==> config.mk <==
export PLATFORM = sky130hd
export DESIGN_NAME = axis_header_inserter
export DESIGN_NICKNAME = d
export VERILOG_FILES = /design/src/rtl/axis_pkg.sv /design/src/rtl/axis_header_inserter_out_reg.sv /design/src/rtl/axis_header_inserter.sv
export SDC_FILE = /design/constraint.sdc
export NUM_CORES = 1
export LEC_CHECK = 0
export ABC_CLOCK_PERIOD_IN_PS = 5800
export BUFFER_PORTS_ARGS = -buffer_cell sky130_fd_sc_hd__buf_2
export CAP_MARGIN = 0
export CELL_PAD_IN_SITES_DETAIL_PLACEMENT = 1
export CELL_PAD_IN_SITES_GLOBAL_PLACEMENT = 2
export CORE_MARGIN = 2
export CORE_UTILIZATION = 37
export CTS_CLUSTER_DIAMETER = 200
export CTS_CLUSTER_SIZE = 28
export DETAILED_ROUTE_END_ITERATION = 16
export PLACE_DENSITY = 0.92
export SLEW_MARGIN = 40
export SYNTH_ARGS = -nofsm -noshare
export SYNTH_HDL_FRONTEND = slang
export SYNTH_SLANG_ARGS = --single-unit
==> constraint.sdc <==
create_clock -name clk -period 5.8 [get_ports clk]
set_input_delay 0.58 -clock clk [delete_from_list [all_inputs] [get_ports clk]]
set_output_delay 0.58 -clock clk [all_outputs]
set_load 0.03 [all_outputs]
==> src/rtl/axis_pkg.sv <==
// Shared definitions for the AXI-Stream framing stages: FSM state encoding
// and the header word layout {source id, sequence number}.
package axis_pkg;

    typedef enum logic [1:0] {
        IDLE    = 2'd0,
        PAYLOAD = 2'd1,
        DROP    = 2'd2
    } state_e;

    localparam int HDR_SRC_W = 4;
    localparam int HDR_MAX_W = 64;

    // Built at the widest supported size; callers cast the result down to their data width.
    function automatic logic [HDR_MAX_W-1:0] hdrCompose(
        input logic [HDR_SRC_W-1:0] srcId,
        input logic [HDR_MAX_W-1:0] seq,
        input int                   dataW
    );
        logic [HDR_MAX_W-1:0] seqMask;
        seqMask = {HDR_MAX_W{1'b1}} >> (HDR_MAX_W - dataW + HDR_SRC_W);
        return (HDR_MAX_W'(srcId) << (dataW - HDR_SRC_W)) | (seq & seqMask);
    endfunction

endpackage

==> src/rtl/axis_header_inserter_out_reg.sv <==
// Registered AXI-Stream output slice: one beat of data/last/valid that holds
// steady under backpressure and reports when it can accept a new beat.
module axis_out_reg #(
    parameter int P_DATA_WIDTH = 16
) (
    input  logic                    clk,
    input  logic                    rst,
    input  logic                    load_i,
    input  logic [P_DATA_WIDTH-1:0] data_i,
    input  logic                    last_i,
    input  logic                    ready_i,
    output logic                    valid_o,
    output logic [P_DATA_WIDTH-1:0] data_o,
    output logic                    last_o,
    output logic                    free_o
);

    logic                    valid_q;
    logic [P_DATA_WIDTH-1:0] data_q;
    logic                    last_q;

    // The owner only asserts load_i while free_o is high, so a held beat is never overwritten.
    always_ff @(posedge clk or negedge rst) begin
        if (!rst) begin
            valid_q <= 1'b0;
            data_q  <= '0;
            last_q  <= 1'b0;
        end else if (load_i) begin
            valid_q <= 1'b1;
            data_q  <= data_i;
            last_q  <= last_i;
        end else if (ready_i) begin
            valid_q <= 1'b0;
        end
    end

    assign free_o  = !valid_q || ready_i;
    assign valid_o = valid_q;
    assign data_o  = data_q;
    assign last_o  = last_q;

endmodule

==> src/rtl/axis_header_inserter.sv <==
// Prepends a {source id, sequence} header beat to every packet and truncates
// packets longer than P_MAX_BEATS payload beats, discarding the remainder.
module axis_header_inserter
    import axis_pkg::*;
#(
    parameter int P_DATA_WIDTH = 16,
    parameter int P_MAX_BEATS  = 256,
    parameter int P_SRC_ID     = 0
) (
    input  logic                    clk,
    input  logic                    rst,
    input  logic                    s_axis_tvalid,
    output logic                    s_axis_tready,
    input  logic [P_DATA_WIDTH-1:0] s_axis_tdata,
    input  logic                    s_axis_tlast,
    output logic                    m_axis_tvalid,
    input  logic                    m_axis_tready,
    output logic [P_DATA_WIDTH-1:0] m_axis_tdata,
    output logic                    m_axis_tlast,
    output logic                    trunc_pulse,
    output logic [15:0]             pkt_count,
    output logic [15:0]             trunc_count
);

    localparam int BEAT_W = $clog2(P_MAX_BEATS);
    localparam int SEQ_W  = P_DATA_WIDTH - HDR_SRC_W;

    state_e              state_q, state_d;
    logic [SEQ_W-1:0]    seq_q, seq_d;
    logic [BEAT_W-1:0]   beatCnt_q, beatCnt_d;
    logic [15:0]         pktCount_q, pktCount_d;
    logic [15:0]         truncCount_q, truncCount_d;
    logic                truncPulse_q, truncPulse_d;

    logic                    outLoad;
    logic [P_DATA_WIDTH-1:0] outData;
    logic                    outLast;
    logic                    outFree;

    // The header is issued without consuming the first input beat; that beat is taken in PAYLOAD.
    always_comb begin
        state_d       = state_q;
        seq_d         = seq_q;
        beatCnt_d     = beatCnt_q;
        pktCount_d    = pktCount_q;
        truncCount_d  = truncCount_q;
        truncPulse_d  = 1'b0;
        outLoad       = 1'b0;
        outData       = s_axis_tdata;
        outLast       = 1'b0;
        s_axis_tready = 1'b0;

        case (state_q)
            IDLE: begin
                if (s_axis_tvalid && outFree) begin
                    outLoad   = 1'b1;
                    outData   = P_DATA_WIDTH'(hdrCompose(HDR_SRC_W'(P_SRC_ID),
                                                         HDR_MAX_W'(seq_q), P_DATA_WIDTH));
                    beatCnt_d = '0;
                    state_d   = PAYLOAD;
                end
            end
            PAYLOAD: begin
                s_axis_tready = outFree;
                if (s_axis_tvalid && outFree) begin
                    outLoad   = 1'b1;
                    beatCnt_d = beatCnt_q + 1'b1;
                    if (s_axis_tlast) begin
                        outLast    = 1'b1;
                        seq_d      = seq_q + 1'b1;
                        pktCount_d = pktCount_q + 1'b1;
                        state_d    = IDLE;
                    end else if (beatCnt_q == BEAT_W'(P_MAX_BEATS - 1)) begin
                        outLast      = 1'b1;
                        seq_d        = seq_q + 1'b1;
                        pktCount_d   = pktCount_q + 1'b1;
                        truncCount_d = truncCount_q + 1'b1;
                        truncPulse_d = 1'b1;
                        state_d      = DROP;
                    end
                end
            end
            DROP: begin
                s_axis_tready = 1'b1;
                if (s_axis_tvalid && s_axis_tlast) begin
                    state_d = IDLE;
                end
            end
            default: begin
                state_d = IDLE;
            end
        endcase
    end

    always_ff @(posedge clk or negedge rst) begin
        if (!rst) begin
            state_q      <= IDLE;
            seq_q        <= '0;
            beatCnt_q    <= '0;
            pktCount_q   <= '0;
            truncCount_q <= '0;
            truncPulse_q <= 1'b0;
        end else begin
            state_q      <= state_d;
            seq_q        <= seq_d;
            beatCnt_q    <= beatCnt_d;
            pktCount_q   <= pktCount_d;
            truncCount_q <= truncCount_d;
            truncPulse_q <= truncPulse_d;
        end
    end

    axis_out_reg #(
        .P_DATA_WIDTH(P_DATA_WIDTH)
    ) u_out_reg (
        .clk     (clk),
        .rst     (rst),
        .load_i  (outLoad),
        .data_i  (outData),
        .last_i  (outLast),
        .ready_i (m_axis_tready),
        .valid_o (m_axis_tvalid),
        .data_o  (m_axis_tdata),
        .last_o  (m_axis_tlast),
        .free_o  (outFree)
    );

    assign trunc_pulse = truncPulse_q;
    assign pkt_count   = pktCount_q;
    assign trunc_count = truncCount_q;

endmodule

==> results by group <==
Detailed routing
  • Iteration count of the initial detailed-routing pass: 4
  • WL/cell: approximately 16 um
  • 1st-iter DRT viols: 120
  • Detail-routed via count per cell: 5.28
  • Total number of vias: 2870
  • Post-route antenna net violation count: 0
  • DRC viols: 0
  • Final WL: 8.79 mm

STA
  • Fmax: 410 MHz
  • Worst-Margin Slew: 0.678 ns
  • Worst slew margin: between 50% and 60%
  • Layout Skew: 0.00997 ns
  • Final min period: approximately 2.4 ns
  • RSZ-0062 raised after global routing: no
  • # setup viols final: 0
  • Slew Viols, Final: 0
  • Final Cycle Share: a little over two fifths
  • Fin. Hold Viols: 0
  • Min Hold Slack: 0.354 ns
  • Sum Neg Setup Slack: 0 ns

Logic synthesis
  • Synth area leaders: dfrtp_1, xor2_1, nand2_1, nor4_1, nand3_1
  • Yosys warning count: 0
  • Seq cells post-synth: 73
  • Share of the synthesized area in the top cell type: 50.8%
  • Post-synth ARST share: 100%
  • Most frequent cell after synthesis: dfrtp_1
  • Synth Instances: 341
  • Post-synth top cells: dfrtp_1, xor2_1, nand2_1
  • Mapped Area: ~0.0036 mm^2
  • Number of enable flip-flop cells after synthesis: 0
  • Yosys cell types: 51
  • Synth Flop Type: dfrtp_1
  • Post-synth net total: 369
  • Post-Syn Area per Cell: between 10 and 15 um^2
  • Cell taking the most area after synthesis: dfrtp_1
  • Register area share after synthesis: between 50 and 60%

Clock tree
  • Post-CTS Setup Bufs: 0
  • Clock Latency Late Sink: 0.34 ns
  • Sink Count: 73
  • CTS tree: built
  • Post_cts resized: 0
  • Hold buffer count at cts: 0
  • Max clock buf depth: 2
  • Reg clk slew, reported paths: 0.08 ns
  • H-tree depth: 3
  • Num CTS Buffers: 9
  • Clock Tree Root: clkbuf_8

Worst setup path
  • Req. time, crit path: 6.02 ns
  • Crit-path max FO: 26
  • R2R Setup Slk: roughly 3.4 ns
  • CP endpoint kind: register
  • Worst path max stage delay: 0.47 ns
  • Worst path cell trace: inv_1 -> ha_2 -> and2_1 -> nand2_2 -> nor2_1 -> mux2_2
  • Crit start category: register
  • Worst endpoint data arrival time: 2.66 ns
  • Setup CP Type: reg -> reg
  • Worst path slowest cell: nor2_1

Placement
  • Port Buf Inserts: between 70 and 80
  • Hpwl dp: 6.24 mm
  • Placement Cell Area: 0.00407 mm^2
  • Routability cong.: 0.791

Status
  • Status: finished, final reports clean

Pwr
  • Combinational power share: 33.8%
  • Static leakage: 2.15 nW
  • Switching Share: between 30% and 40%
  • Seq pwr share: 41.9%
  • Clock power share: about a quarter
  • PD cells: 388 mW/mm^2
  • Max VDD drop: approximately 0.19 mV
  • Final total power: 1.66 mW
  • Int Pwr: 0.999 mW
  • P_sw: approximately 0.66 mW

Global route
  • Initial antenna violation count: 0
  • Grt met1 use: 23.3%
  • GR Util met3: 2.31%
  • First-pass GRT wire length: 14.4 mm
  • Number of global-route vias before repair: between 2k and 3k
  • Met2 Use GR: 29.0%
  • Total Routing Usage GR: between 10% and 20%
  • Overflow after GRT: 0
  • Busiest grt layer: met2
  • Largest net degree at the start of global routing: between 70 and 80

Die
  • Core box area: about 0.0093 mm^2
  • Die Width: 103 um
  • Die Height: about 100 um
  • IO Pins: 73
  • Die Area: 0.0105 mm^2
  • Core Rows: 35
  • Initial core utilization: 38.5%

Hold path
  • Hold WC Path Type: in -> async

Finish
  • Finished Cell Area: 0.00428 mm^2
  • # diodes: 0
  • Final Net Count: approximately 440
  • Share of cells above drive strength 1: 25.8%
  • Layout area overhead: 19.0%

Job
  • MaxCap Viol Count: 0
[logic make-up after synthesis]
logic type      count (synthesis)  synth area share, %
compound gates                 56                 9.82
xor+xnor                       41                 9.99
buf+inv                        23                 2.71
flops                          73                 50.8
simple gates                  134                 22.1
fa+ha+maj                       7                 2.44
mux                             7                 2.09
[area by class of cell]
| class | count | area, um^2 |
|---|---|---|
| clock buffers | 11 | 141 |
| repair buffers | 74 | 379 |
| multi-input cells | 245 | 1690 |
| clock inverters | 5 | 55.1 |
| inverters | 7 | 26.3 |
| flip-flops and latches | 73 | 1830 |
| fillers | 1080 | 5050 |
| well taps | 129 | 161 |
[flip-flops by register name (all words and copies together), names as in the netlist]
signal / flops
beatCnt_q: 8
trunc_count: 16
u_out_reg.data_o: 16
seq_q: 12
trunc_pulse: 1
state_q: 2
u_out_reg.last_o: 1
pkt_count: 16
u_out_reg.valid_o: 1
[worst paths after layout]
kind / startpoint / endpoint / depth (start not counted)
max: state_q[1]$_DFFE_PN0P_ / pkt_count[1]$_DFFE_PN0P_ / 6
min: rst / trunc_count[12]$_DFFE_PN0P_ / 2
max reg2reg: state_q[1]$_DFFE_PN0P_ / pkt_count[1]$_DFFE_PN0P_ / 6
min reg2reg: trunc_count[15]$_DFFE_PN0P_ / trunc_count[15]$_DFFE_PN0P_ / 1
max in group asynchronous: rst / seq_q[1]$_DFFE_PN0P_ / 2
min in group clk: trunc_count[15]$_DFFE_PN0P_ / trunc_count[15]$_DFFE_PN0P_ / 1
[power by group through the flow]
| stage | Sequential [mW] | Combinational (mW) | Clock [mW] |
|---|---|---|---|
| finish | 0.695 | 0.561 | 0.401 |
| global route | 0.711 | 0.627 | 0.432 |
| CTS | 0.696 | 0.567 | 0.414 |
| detailed placement | 0.706 | 0.564 | 0 |
| global placement | 0.702 | 0.549 | 0 |
| floorplan | 0.822 | 0.269 | 0 |
[critical path: cells and delay by family, from the launching register on]
kind                     cells  cell delay [ns]
multiplexers                 1             0.39
adder cells (fa/ha/maj)      1             0.46
AND/OR/NAND/NOR              3             0.98
buffers and inverters        1             0.09
flip-flops                   1             0.40
[stage by stage]
stage | worst slack [ns] | util [%] | std cells
6_report | 3.36 | 45.8 | 544
5_1_grt | 3.14 | 45.8 | 544
4_1_cts | 2.82 | 45.7 | 544
3_5_place_dp | 2.83 | 43.6 | 528
3_3_place_gp | 2.98 | 43.6 | 528
2_1_floorplan | 3.71 | - | 341
[cell usage in the layout, fill, tap and decap left out, types with 7 or more instances in the layout]
cell type  Yosys  routed
a31oi_1       10       9
clkbuf_8       0      10
nor2b_1       11      11
nand2_1       29      28
dfrtp_1       73      73
nor3_1        12      12
nand4_1        9       9
inv_1          7       7
xor2_1        34      34
xnor2_1        7       7
o21ai_1        7       7
nand3_1       19      18
o21ai_0       15      15
buf_2          3      72
nor4_1        16      16
a22oi_1        9       9
[metal layers]
layer  routed length (um)  part of all wire, %  up-vias
met2                 4390                   50       53
li1                     -                    -     1368
met3                  247                  2.8        8
met4                  100                  1.1        0
met1                 4050                   46     1441
met5                    0                    0        -
Power figures use the tool's default switching activity.
